### src/rtl/lf_ed_autocal.sv
// Calibration sequencer for the LF edge detector: settle, measure the filtered
// ADC min/max over a fixed window, then derive and hold the edge threshold.
module lf_ed_autocal #(
  parameter int SETTLE_CYCLES  = 4096,
  parameter int WINDOW_SAMPLES = 256,
  parameter int THR_SHIFT      = 2,
  parameter int MIN_SPAN       = 8,
  parameter int THR_MIN        = 2
) (
  input  logic       pck0,
  input  logic       rst_n,
  input  logic [7:0] adc_d,
  input  logic       adc_rdy,
  input  logic       lf_field,
  input  logic       auto_enable,
  input  logic       cal_req,
  input  logic [7:0] manual_threshold,
  output logic [7:0] lf_ed_threshold,
  output logic       ed_enable,
  output logic       cal_busy,
  output logic       cal_fail,
  output logic [7:0] cal_min,
  output logic [7:0] cal_max
);
  localparam int SW = $clog2(SETTLE_CYCLES) + 1;
  localparam int CW = $clog2(WINDOW_SAMPLES) + 1;
  localparam logic [SW-1:0] SETTLE_LOAD = SW'(SETTLE_CYCLES - 1);
  localparam logic [CW-1:0] WIN_LAST    = CW'(WINDOW_SAMPLES - 1);
  localparam logic [8:0]    MIN_SPAN_L  = 9'(MIN_SPAN);
  localparam logic [7:0]    THR_MIN_L   = 8'(THR_MIN);
  localparam logic [7:0]    THR_MAX_L   = 8'd127;

  typedef enum logic [2:0] {IDLE, SETTLE, MEASURE, COMPUTE, RUN} state_t;

  state_t        state_q, state_d;
  logic          field_q;
  logic [SW-1:0] settle_q, settle_d;
  logic [CW-1:0] cnt_q, cnt_d;
  logic [7:0]    run_min_q, run_min_d, run_max_q, run_max_d;
  logic [7:0]    thr_q, thr_d;
  logic          en_q, en_d, busy_q, busy_d, fail_q, fail_d;
  logic [7:0]    cmin_q, cmin_d, cmax_q, cmax_d;
  logic          field_rise, field_fall;
  logic [7:0]    span;

  function automatic logic [7:0] sat_thr(input logic [7:0] s);
    logic [7:0] shifted;
    shifted = s >> THR_SHIFT;
    if (shifted < THR_MIN_L) return THR_MIN_L;
    if (shifted > THR_MAX_L) return THR_MAX_L;
    return shifted;
  endfunction

  assign field_rise = lf_field & ~field_q;
  assign field_fall = ~lf_field & field_q;
  assign span       = run_max_q - run_min_q;

  always_comb begin
    state_d   = state_q;
    settle_d  = settle_q;
    cnt_d     = cnt_q;
    run_min_d = run_min_q;
    run_max_d = run_max_q;
    thr_d     = thr_q;
    fail_d    = fail_q;
    cmin_d    = cmin_q;
    cmax_d    = cmax_q;
    if (!auto_enable) begin
      state_d = IDLE;
      thr_d   = manual_threshold;
    end else if (field_fall) begin
      // Field loss aborts anything in flight; results of the last window stay.
      state_d = IDLE;
    end else begin
      case (state_q)
        IDLE, RUN: begin
          if (field_rise || cal_req) begin
            state_d  = SETTLE;
            settle_d = SETTLE_LOAD;
            fail_d   = 1'b0;
          end
        end
        SETTLE: begin
          if (settle_q == '0) begin
            state_d   = MEASURE;
            run_min_d = 8'hFF;
            run_max_d = 8'h00;
            cnt_d     = '0;
          end else begin
            settle_d = settle_q - SW'(1);
          end
        end
        MEASURE: begin
          if (adc_rdy) begin
            if (adc_d < run_min_q) run_min_d = adc_d;
            if (adc_d > run_max_q) run_max_d = adc_d;
            cnt_d = cnt_q + CW'(1);
            if (cnt_q == WIN_LAST) state_d = COMPUTE;
          end
        end
        COMPUTE: begin
          cmin_d  = run_min_q;
          cmax_d  = run_max_q;
          state_d = RUN;
          if ({1'b0, span} < MIN_SPAN_L) begin
            fail_d = 1'b1;
            thr_d  = manual_threshold;
          end else begin
            thr_d = sat_thr(span);
          end
        end
        default: state_d = IDLE;
      endcase
    end
    en_d   = auto_enable ? (state_d == RUN) : lf_field;
    busy_d = (state_d == SETTLE) || (state_d == MEASURE) || (state_d == COMPUTE);
  end

  always_ff @(posedge pck0 or negedge rst_n) begin
    if (!rst_n) begin
      state_q   <= IDLE;
      field_q   <= 1'b0;
      settle_q  <= '0;
      cnt_q     <= '0;
      run_min_q <= 8'hFF;
      run_max_q <= 8'h00;
      thr_q     <= 8'd127;
      en_q      <= 1'b0;
      busy_q    <= 1'b0;
      fail_q    <= 1'b0;
      cmin_q    <= 8'hFF;
      cmax_q    <= 8'h00;
    end else begin
      state_q   <= state_d;
      field_q   <= lf_field;
      settle_q  <= settle_d;
      cnt_q     <= cnt_d;
      run_min_q <= run_min_d;
      run_max_q <= run_max_d;
      thr_q     <= thr_d;
      en_q      <= en_d;
      busy_q    <= busy_d;
      fail_q    <= fail_d;
      cmin_q    <= cmin_d;
      cmax_q    <= cmax_d;
    end
  end

  assign lf_ed_threshold = thr_q;
  assign ed_enable       = en_q;
  assign cal_busy        = busy_q;
  assign cal_fail        = fail_q;
  assign cal_min         = cmin_q;
  assign cal_max         = cmax_q;
endmodule

### config.mk
export PLATFORM = sky130hd
export DESIGN_NAME = lf_ed_autocal
export DESIGN_NICKNAME = d
export VERILOG_FILES = /design/src/rtl/lf_ed_autocal.sv
export SDC_FILE = /design/constraint.sdc
export NUM_CORES = 1
export LEC_CHECK = 0
export ABC_AREA = 1
export BUFFER_PORTS_ARGS = -buffer_cell sky130_fd_sc_hd__buf_2
export CAP_MARGIN = 20
export CORE_ASPECT_RATIO = 1.1
export CORE_MARGIN = 10
export CORE_UTILIZATION = 61
export CTS_BUF_LIST = sky130_fd_sc_hd__clkbuf_8
export DETAILED_ROUTE_END_ITERATION = 6
export PLACE_DENSITY = 0.83
export SETUP_SLACK_MARGIN = 0.02
export SYNTH_ARGS = -nofsm -noshare
export SYNTH_HDL_FRONTEND = slang
export SYNTH_SLANG_ARGS = --single-unit
### constraint.sdc
create_clock -name pck0 -period 2.7 [get_ports pck0]
set_input_delay 0.135 -clock pck0 [delete_from_list [all_inputs] [get_ports pck0]]
set_output_delay 0.135 -clock pck0 [all_outputs]
set_load 0.02 [all_outputs]
After elaboration in Yosys (flattened, before gate mapping)
Index checks and enable logic that the tools add are counted.
{"block": "totals", "out_inout_bits": 27, "inputBits": 22, "register_bits": 69, "wordCells": 103}
{"block": "classes", "n_reduce_logical": 16, "bitwise_logic": 5, "mux": 44, "n_addsub": 3, "eq_ne": 18, "order_cmp": 5}
{"op": "$mux W8", "count": 14}
{"op": "$pmux W8 S2", "count": 2}
{"op": "$mux W13", "count": 2}
{"op": "$pmux W13 S2", "count": 1}
{"op": "$mux W3", "count": 6}
{"op": "$mux W9", "count": 2}
{"op": "$pmux W9 S2", "count": 1}
{"op": "$ne A2 B2 Y1 const B", "count": 8}
{"op": "$reduce_and A5 Y1", "count": 3}
{"op": "$mux W1", "count": 14}
{"op": "$logic_not A13 Y1", "count": 1}
{"op": "$sub A13 B1 Y13 const B", "count": 1}
{"op": "$eq A3 B2 Y1 const B", "count": 4}
{"op": "$pmux W3 S4", "count": 1}
{"op": "$reduce_and A6 Y1", "count": 2}
{"op": "$add A9 B1 Y9 const B", "count": 1}
{"op": "$eq A9 B8 Y1 const B", "count": 1}
{"op": "$gt A8 B8 Y1", "count": 1}
{"op": "$lt A8 B4 Y1 const B", "count": 1}
{"op": "$lt A8 B8 Y1", "count": 1}
{"op": "$sub A8 B8 Y8", "count": 1}
{"op": "$gt A6 B7 Y1 const B", "count": 1}
{"op": "$eq A3 B1 Y1 const B", "count": 2}
{"op": "$eq A3 B3 Y1 const B", "count": 2}
{"op": "other kinds (11)", "count": 18}

Longest topological paths before layout
Gate-level depths: netlist (run 1).
{"block": "logic_depth", "ltp_word": 18, "mapped_depth": 16, "mapped_depth_nobuf": 16}

Worst setup path after synthesis (run 1)
No wires, ideal clock.
{"block": "synth_path", "path_type": "register to register", "from": "register run_min_q[2]", "to": "register thr_q[1] (netlist: lf_ed_threshold[1])", "path_buffers": 0, "stages_incl_launch_ff": 14, "arrival_ns": 1.870, "slack_ns": 0.757, "required_time_ns": 2.627, "setup_ns": 0.073, "period_less_slack_ns": 1.943, "path_cell_list": "dfstp_2 -> inv_1 -> ha_1 -> a21oi_1 -> nand2_1 -> nand2_1 -> nand2_1 -> nand2_1 -> nand2_1 -> nor2_1 -> nand2_1 -> nand2_2 -> nand2_1 -> a21oi_1"}
{"block": "synth_between", "elab_chain_cells": 14, "word_cells_on_any_way": 22, "cone_classes": "1 x add/sub; 3 x order compare; 18 x mux"}
{"item": "from (decl)", "line_no": "39", "text": "logic [7:0] run_min_q, run_min_d, run_max_q, run_max_d;"}
{"item": "from (signal assigned)", "line_no": "138", "text": "run_min_q <= run_min_d;"}
{"item": "$sub A8 B8 Y8 *", "line_no": "56", "text": "assign span = run_max_q - run_min_q;"}
{"item": "$gt A6 B7 Y1", "line_no": "50", "text": "if (shifted > THR_MAX_L) return THR_MAX_L;"}
{"item": "$mux W1 (2 in a row)", "line_no": "50"}
{"item": "$mux W1", "line_no": "105", "text": "if ({1'b0, span} < MIN_SPAN_L) begin"}
{"item": "$mux W1", "line_no": "75", "text": "case (state_q)"}
{"item": "$mux W1", "line_no": "71", "text": "end else if (field_fall) begin"}
{"item": "$mux W1", "line_no": "68", "text": "if (!auto_enable) begin"}
{"item": "$mux W8", "line_no": "51", "text": "return shifted;"}
{"item": "$mux W8", "line_no": "50"}
{"item": "$mux W8 *", "line_no": "105"}
{"item": "$mux W8 *", "line_no": "75"}
{"item": "$mux W8 *", "line_no": "71"}
{"item": "$mux W8 *", "line_no": "68"}
{"item": "to (signal assigned)", "line_no": "140", "text": "thr_q <= thr_d;"}
{"item": "to (decl)", "line_no": "40", "text": "logic [7:0] thr_q, thr_d;"}
Every way passes the cells marked *; elsewhere a longest branch is shown, timed or not. The select of a mux whose other input is x is not followed.
A chain may end at the register's enable or synchronous reset.

Final worst setup path (run 1)
{"block": "layout_path", "from": "register run_min_q[2]", "to": "register thr_q[2] (netlist: lf_ed_threshold[2])"}
The elaborated chain is that of the path after synthesis.

==> load_flow_metrics.sql, run 1 <==
INSERT INTO impl_metrics (metric_group, metric, value, unit) VALUES
('drt', 'dr.max_layer_used', 'met4', ''),
('synthesis', 'synth_compound_area_share', '9.24', '%'),
('synthesis', 'synth_largest_type_area_fraction', '28.2', '%'),
('synthesis', 'syn-instance-count', '529', ''),
('floorplanning', 'floorplan.initialDensity', '62.2', '%'),
('cts', 'clock_insertion_delay_worst_skew', '350', 'ps'),
('synthesis', 'synth_area', '4080', 'um2'),
('drt', 'route.final.wire_length', '9.37', 'mm'),
('grt', 'maximum_number_of_pins_on_one_net_before_global_route_repair', '70', ''),
('cells_and_area', 'post_route_cells_drive_above_1_share', '20.8', '%'),
('critical_path', 'critical_path.startpoint_type', 'register', ''),
('critical_path', 'regToRegStartpoint', 'run_min_q[2]', ''),
('sta', 'fin_setup_tns', '0', 'ps'),
('cts', 'cts.reportedPaths.clkPinSlew', '80', 'ps'),
('synthesis', 'yosysWarnings', '0', ''),
('critical_path', 'worst_setup_path_startpoint', 'run_min_q[2]', ''),
('min_path', 'holdCritPathClass', 'in2reg', ''),
('sta', 'fin_crit', '2260', 'ps'),
('cts', 'tritoncts', 'built', ''),
('sta', 'timing.fmax', '442', 'MHz'),
('cells_and_area', 'commonest_cells_after_routing_fill_and_taps_aside', 'nand2_1 (125), inv_1 (75), nor2_1 (57), buf_2 (48), dfrtp_1 (46)', ''),
('cells_and_area', 'n_fill_cell', '506', ''),
('critical_path', 'criticalPathCategory', 'reg2reg', ''),
('synthesis', 'ys_seq_elements', '69', ''),
('synthesis', 'syn-num-nets', '576', ''),
('drt', 'via_count_of_the_routed_design', '3674', ''),
('sta', 'worst_clk_skew', '10.6', 'ps'),
('floorplanning', 'fp.dieArea', '10400', 'um2'),
('critical_path', 'critPathArrivalTime', '2540', 'ps'),
('synthesis', 'netlist_top_cells_area', 'dfrtp_1 (28%), dfstp_2 (15%), nand2_1 (12%)', ''),
('grt', 'grt_pass1_vias', '3478', ''),
('cts', 'ctsRootBufferMaster', 'clkbuf_8', ''),
('drt', 'drt-initial-drc-count', '173', ''),
('drt', 'drt-pass1-iter-count', '5', ''),
('synthesis', 'synthesis.area_per_instance', '7.70', 'um2'),
('cells_and_area', 'synthToLayoutAreaGrowth', '14.6', '%'),
('sta', 'post-route-period-util', '83.8', '%'),
('sta', 'final.hold.worst_slack', '2.69', 'ps'),
('cts', 'cts_buffers', '9', ''),
('pwr', 'power.leakage', '2.42', 'nW'),
('synthesis', 'share_of_synthesized_area_occupied_by_flip_flops_and_latches', '43.1', '%'),
('drt', 'detail-route-antenna-nets', '0', ''),
('pwr', 'power.density', '821', 'nW/um2'),
('outcome', 'status', 'finished clean', ''),
('sta', 'grt_setup_unrepaired', 'false', ''),
('placed_design', 'place.detailed.hpwl', '6.97', 'mm'),
('placed_design', 'number_of_port_buffers', '48', ''),
('sta', 'slew_headroom', '65.0', '%'),
('synthesis', 'post_synth_and_or_nand_nor_area_fraction', '29.3', '%'),
('pwr', 'vdd.ir_drop.worst', '0.441', 'mV'),
('synthesis', 'post_synth_mux_area_share', '0.276', '%'),
('floorplanning', 'dieWidth', '97.9', 'um'),
('cts', 'cts_htree_levels', '3', ''),
('drt', 'met3_wirelength', '681', 'um'),
('grt', 'number_of_antenna_violations_at_the_first_check_in_global_routing', '0', ''),
('sta', 'hold_viol', '0', ''),
('drt', 'met1Wirelength', '4.21', 'mm'),
('critical_path', 'critical_path_required', '2980', 'ps'),
('sta', 'maxSlewViolCount', '0', ''),
('floorplanning', 'core_area', '6560', 'um2'),
('synthesis', 'synth_fa_ha_area_share', '7.68', '%'),
('drt', 'via_per_inst', '5.45', ''),
('cells_and_area', 'diode_insertion_count_for_antenna_repair', '0', ''),
('placed_design', 'gpl.final_weighted_congestion', '0.923', ''),
('synthesis', 'post_synth_num_cell_types', '36', ''),
('drt', 'remaining_design_rule_violation_count', '0', ''),
('grt', 'grt_util_all_layers', '18.1', '%'),
('cells_and_area', 'num-nets-final', '634', ''),
('cts', 'clkSinkCount', '69', ''),
('cts', 'postCtsResizedCells', '0', ''),
('cells_and_area', 'final_util', '71.2', '%');
-- report_power, final --
group / leakage, nW / total (mW) / switching (mW) / internal, mW
logic: 1.51 / 1.32 / 0.860 / 0.458
clock network: 0.120 / 0.980 / 0.408 / 0.572
registers: 0.792 / 1.53 / 0.161 / 1.37
-- cell usage after synthesis (all sizes together) --
| cell type | number |
|---|---|
| a211oi | 1 |
| a21oi | 38 |
| a31oi | 5 |
| buf | 6 |
| clkbuf | 1 |
| dfrtp | 46 |
| dfstp | 23 |
| ha | 25 |
| inv | 83 |
| mux2 | 1 |
| nand2 | 131 |
| nand3 | 43 |
| nand3b | 3 |
| nand4 | 8 |
| nor2 | 63 |
| nor3 | 10 |
| o2111ai | 1 |
| o21ai | 23 |
| o22ai | 2 |
| o31ai | 1 |
| or2 | 8 |
| xnor2 | 3 |
| xor2 | 4 |
-- kinds of logic after synthesis --
kind of cell             count (synthesis)
adder cells (fa/ha/maj)                 25
XOR/XNOR                                 7
multiplexers                             1
buffers and inverters                   90
AND/OR/NAND/NOR                        266
flip-flops                              69
AO/OA/AOI/OAI                           71
-- registers in the layout, summed over array words and instances (netlist names) --
| signal | count |
|---|---|
| cal_fail | 1 |
| cal_busy | 1 |
| lf_ed_threshold | 8 |
| ed_enable | 1 |
| field_q | 1 |
| run_max_q | 8 |
| settle_q | 13 |
| run_min_q | 8 |
| cal_min | 8 |
| state_q | 3 |
| cal_max | 8 |
| cnt_q | 9 |
-- critical path: stages, from the launching register on --
cell and delay, ps:
dfstp_2 540, inv_1 60, ha_1 350, a21oi_1 220, nand2_1 130, nand2_1 100, nand2_1 60, nand2_1 60
nand2_1 60, nor2_1 90, nand2_1 130, nand2_2 160, nand2_1 70, a21oi_1 140
-- cell type report --
cell class                      instances  area [um2]  area share [%]
Clock inverter                          5        82.6            1.77
Tap cell                               82         103            2.20
Sequential cell                        69        1760            37.6
Multi-Input combinational cell        370        1960            41.9
Clock buffer                           11         151            3.24
Inverter                               83         312            6.67
Timing Repair Buffer                   54         308            6.59
-- through the flow --
| stage | cell area, um2 | std cells | setup WS (ps) |
|---|---|---|---|
| 6_report | 4670 | 674 | 439 |
| 5_1_grt | 4670 | 674 | 242 |
| 4_1_cts | 4670 | 674 | 445 |
| 3_5_place_dp | 4400 | 654 | 494 |
| 3_3_place_gp | 4400 | 654 | 635 |
| 2_1_floorplan | 4080 | 529 | 757 |
-- layer usage --
metal / vias up / global-route usage, %
li1: 1820 / -
met1: 1715 / 22.8
met2: 120 / 28.3
met3: 19 / 4.57
met4: 0 / 8.73
met5: - / 0
-- final timing paths --
check	cells after the start	end	slack (ps)
setup / recovery	13	lf_ed_threshold[2]	440
hold / removal	3	lf_ed_threshold[6]	3
setup reg to reg	13	lf_ed_threshold[2]	440
hold reg to reg	2	run_min_q[3]	470
max in group asynchronous	3	run_min_q[4]	2040
min in group asynchronous	3	settle_q[4]	330
-- repair_timing --
item                      4_1_cts  5_1_grt
hold buffers                    4        0
setup buffers                   0        0
hold endpoints to repair       49        0
No activity file was read; power rests on OpenSTA's default activity.
==> run 2, diff against run 1 <==
- ABC_AREA: 1 -> 0
- CORE_UTILIZATION: 61 -> 54
- PLACE_DENSITY: 0.83 -> 0.78
- clock period: 2.7 -> 2.05 ns (I/O delays scaled with it)
==> load_flow_metrics.sql, run 2 <==
INSERT INTO impl_metrics (metric_group, metric, value, unit) VALUES
('grt', 'grt_util_all_layers', '19.6', '%'),
('placed_design', 'post_dp_cell_area', '4680', 'um2'),
('placed_design', 'gpl.final_weighted_congestion', '0.829', ''),
('cts', 'clk_path_buf_depth', '2', ''),
('synthesis', 'synth_area', '3870', 'um2'),
('synthesis', 'ys_seq_elements', '69', ''),
('sta', 'timing.fmax', '404', 'MHz'),
('drt', 'via_per_inst', '5.94', ''),
('sta', 'worst_pin_slew', '683', 'ps'),
('drt', 'drt-initial-drc-count', '172', ''),
('cells_and_area', 'largest_register_ffs', '13', ''),
('grt', 'number_of_antenna_violations_at_the_first_check_in_global_routing', '0', ''),
('cts', 'tritoncts', 'built', ''),
('critical_path', 'setup_crit_end_kind', 'register', ''),
('floorplanning', 'fp.dieArea', '11000', 'um2'),
('synthesis', 'ys.flop_type', 'dfrtp_1', ''),
('cells_and_area', 'post_route_cells_drive_above_1_share', '40.5', '%'),
('outcome', 'violations', 'negative setup slack', ''),
('cts', 'cts_htree_levels', '3', ''),
('floorplanning', 'die_height', '109', 'um'),
('min_path', 'holdCritPathClass', 'in2reg', ''),
('placed_design', 'number_of_port_buffers', '48', ''),
('grt', 'global_route.overflow_total', '0', ''),
('drt', 'wire_per_inst', '18.6', 'um'),
('cells_and_area', 'final_common_cell', 'buf_4', ''),
('drt', 'via_count_of_the_routed_design', '3586', ''),
('sta', 'post-route-period-util', '121', '%'),
('synthesis', 'syn-instance-count', '388', ''),
('floorplanning', 'top_level_ports', '49', ''),
('synthesis', 'synth_largest_area_cell', 'dfrtp_1', ''),
('drt', 'remaining_design_rule_violation_count', '0', ''),
('cells_and_area', 'layout.cell_area.non_filler', '5320', 'um2'),
('cts', 'cts.reportedPaths.clkPinSlew', '80', 'ps'),
('critical_path', 'r2r.worst_path.cells', '10', ''),
('grt', 'grt_pass1_wl', '17.4', 'mm'),
('cts', 'cts_buffers', '9', ''),
('placed_design', 'post-place-cells', '568', ''),
('critical_path', 'critical_path.startpoint_type', 'register', ''),
('synthesis', 'synth_commonest_cells', 'dfrtp_1 (46), nand2_1 (45), nor2_1 (28)', ''),
('floorplanning', 'dieWidth', '101', 'um'),
('sta', 'slew_headroom', '54.0', '%'),
('synthesis', 'post_synth_num_cell_types', '54', ''),
('critical_path', 'timing.critical_path.to', 'lf_ed_threshold[0]', ''),
('cells_and_area', 'commonest_cells_after_routing_fill_and_taps_aside', 'buf_4 (59), buf_2 (48), dfrtp_1 (46), nand2_1 (45), nor2_1 (28)', ''),
('synthesis', 'synthesis.area_per_instance', '9.97', 'um2'),
('synthesis', 'share_of_synthesized_area_occupied_by_flip_flops_and_latches', '45.4', '%'),
('sta', 'final.hold.worst_slack', '18.5', 'ps'),
('synthesis', 'synth.most_common_cell', 'dfrtp_1', ''),
('synthesis', 'syn-num-nets', '435', ''),
('critical_path', 'crit_path_max_fanout', '5', ''),
('pwr', 'design_power_total', '3.16', 'mW'),
('critical_path', 'regToRegStartpoint', 'run_min_q[2]', ''),
('cts', 'clkSinkCount', '69', ''),
('floorplanning', 'core_area', '7010', 'um2'),
('cells_and_area', 'top_regs', 'settle_q x13, cnt_q x9', ''),
('grt', 'grt_pass1_vias', '3642', ''),
('cells_and_area', 'synthToLayoutAreaGrowth', '37.4', '%'),
('critical_path', 'worst_setup_path_startpoint', 'run_min_q[2]', ''),
('sta', 'timing.final.ws_setup', '-428', 'ps'),
('sta', 'final-setup-viol-count', '24', ''),
('critical_path', 'critPathArrivalTime', '2780', 'ps'),
('pwr', 'power.leakage', '2.40', 'nW'),
('synthesis', 'netlist_top_cells_area', 'dfrtp_1 (30%), dfstp_2 (16%), ha_1 (8.1%)', ''),
('cts', 'ctsRootBufferMaster', 'clkbuf_8', ''),
('synthesis', 'async_flop_share', '100', '%'),
('synthesis', 'synth_enable_flop_cells', '0', ''),
('pwr', 'power.density', '594', 'nW/um2'),
('grt', 'maximum_number_of_pins_on_one_net_before_global_route_repair', '46', ''),
('sta', 'worst_clk_skew', '12.2', 'ps'),
('flow_run', 'timing.max_cap.violations', '0', ''),
('sta', 'hold_viol', '0', ''),
('drt', 'detail-route-antenna-nets', '0', ''),
('cells_and_area', 'max_flop_register', 'settle_q', ''),
('cts', 'clock_insertion_delay_worst_skew', '350', 'ps'),
('cells_and_area', 'final_util', '75.9', '%'),
('drt', 'route.final.wire_length', '11.2', 'mm'),
('floorplanning', 'floorplan.initialDensity', '55.2', '%'),
('synthesis', 'yosysWarnings', '0', ''),
('critical_path', 'criticalPathCategory', 'reg2reg', ''),
('critical_path', 'rr_endpoint', 'lf_ed_threshold[0]', ''),
('sta', 'grt_setup_unrepaired', 'true', ''),
('drt', 'drt-pass1-iter-count', '5', ''),
('placed_design', 'dpl_worst_slack', '-322', 'ps'),
('outcome', 'status', 'finished, violations left', ''),
('sta', 'maxSlewViolCount', '0', ''),
('critical_path', 'timing.reg2reg.setup_slack', '-430', 'ps'),
('placed_design', 'place.detailed.hpwl', '7.14', 'mm'),
('cells_and_area', 'diode_insertion_count_for_antenna_repair', '0', ''),
('pwr', 'vdd.ir_drop.worst', '0.546', 'mV'),
('cells_and_area', 'finish.cell_count_without_fillers', '604', ''),
('sta', 'fin_setup_tns', '-5110', 'ps'),
('cells_and_area', 'num-nets-final', '561', ''),
('min_path', 'min_path_cells', '2', ''),
('floorplanning', 'fp-row-count', '32', ''),
('sta', 'fin_crit', '2480', 'ps'),
('synthesis', 'synth_largest_type_area_fraction', '29.7', '%'),
('critical_path', 'critical_path_required', '2350', 'ps');
-- run 2: cell count changes after synthesis, moves of 10 or more --
| cell | before | now |
|---|---|---|
| nand3_1 | 42 | 9 |
| xor2_1 | 4 | 16 |
| inv_1 | 75 | 22 |
| o21ai_0 | 13 | 24 |
| nand2_1 | 125 | 45 |
| a21oi_1 | 37 | 13 |
| nor2_1 | 58 | 28 |
| clkbuf_1 | 1 | 11 |
-- run 2: power by group --
part	switching [mW]	total [mW]	leakage (nW)	internal, mW
logic	0.305	0.565	1.51	0.260
registers	0.0273	1.45	0.784	1.42
clock network	0.552	1.14	0.104	0.593
-- run 2: worst max-delay path: stages, from the launching register on --
cell and delay, ps:
dfstp_2 570, inv_2 70, ha_4 220, a21o_1 170, a31o_4 240, buf_6 130
a211oi_4 260, o22ai_4 130, buf_6 140, or4_4 420, nand3_2 80
-- run 2: worst min path at each step --
| stage | startpoint | end |
|---|---|---|
| 2_1_floorplan | rst_n | cal_busy |
| 3_3_place_gp | rst_n | cal_max[0] |
| 3_5_place_dp | rst_n | cal_max[0] |
| 4_1_cts | adc_d[0] | run_min_q[0] |
| 5_1_grt | adc_d[0] | run_min_q[0] |
| 6_report | adc_d[0] | run_min_q[0] |
-- run 2: final cells by class --
class | instances | area [um2]
Multi-Input combinational cell | 284 | 2240
Sequential cell | 69 | 1760
Fill cell | 450 | 1690
Tap cell | 85 | 106
Clock inverter | 6 | 63.8
Timing Repair Buffer | 128 | 925
Clock buffer | 10 | 138
Inverter | 22 | 85.1
-- run 2: timing repair --
item	in CTS	in global routing
endpoints found under the hold margin	24	0
pin swaps	16	12
hold buffers	10	0
resized for setup	37	16
buffers inserted	7	3
gates cloned	0	1
endpoints found under the setup margin	36	30
-- run 2: logic make-up (layout without fill, tap and decap cells) --
group           Yosys count  in the layout  synth area share (%)
flops                    69             69                  45.4
compound gates           85             86                  16.2
mux                      13             13                  3.62
fa+ha+maj                25             25                  8.08
xor+xnor                 20             20                  4.53
simple gates            140            140                  18.6
buf+inv                  36            166                  3.59
-- run 2: per-layer routing --
layer / global-route usage [%] / wire, um / vias to the layer above / share of wire (%)
met2: 35.1 / 6190 / 116 / 55
met1: 21.8 / 4310 / 1803 / 38
met4: 8.18 / 189 / 0 / 1.7
li1: - / - / 1647 / -
met3: 4.49 / 547 / 20 / 4.9
met5: 0 / 0 / - / 0
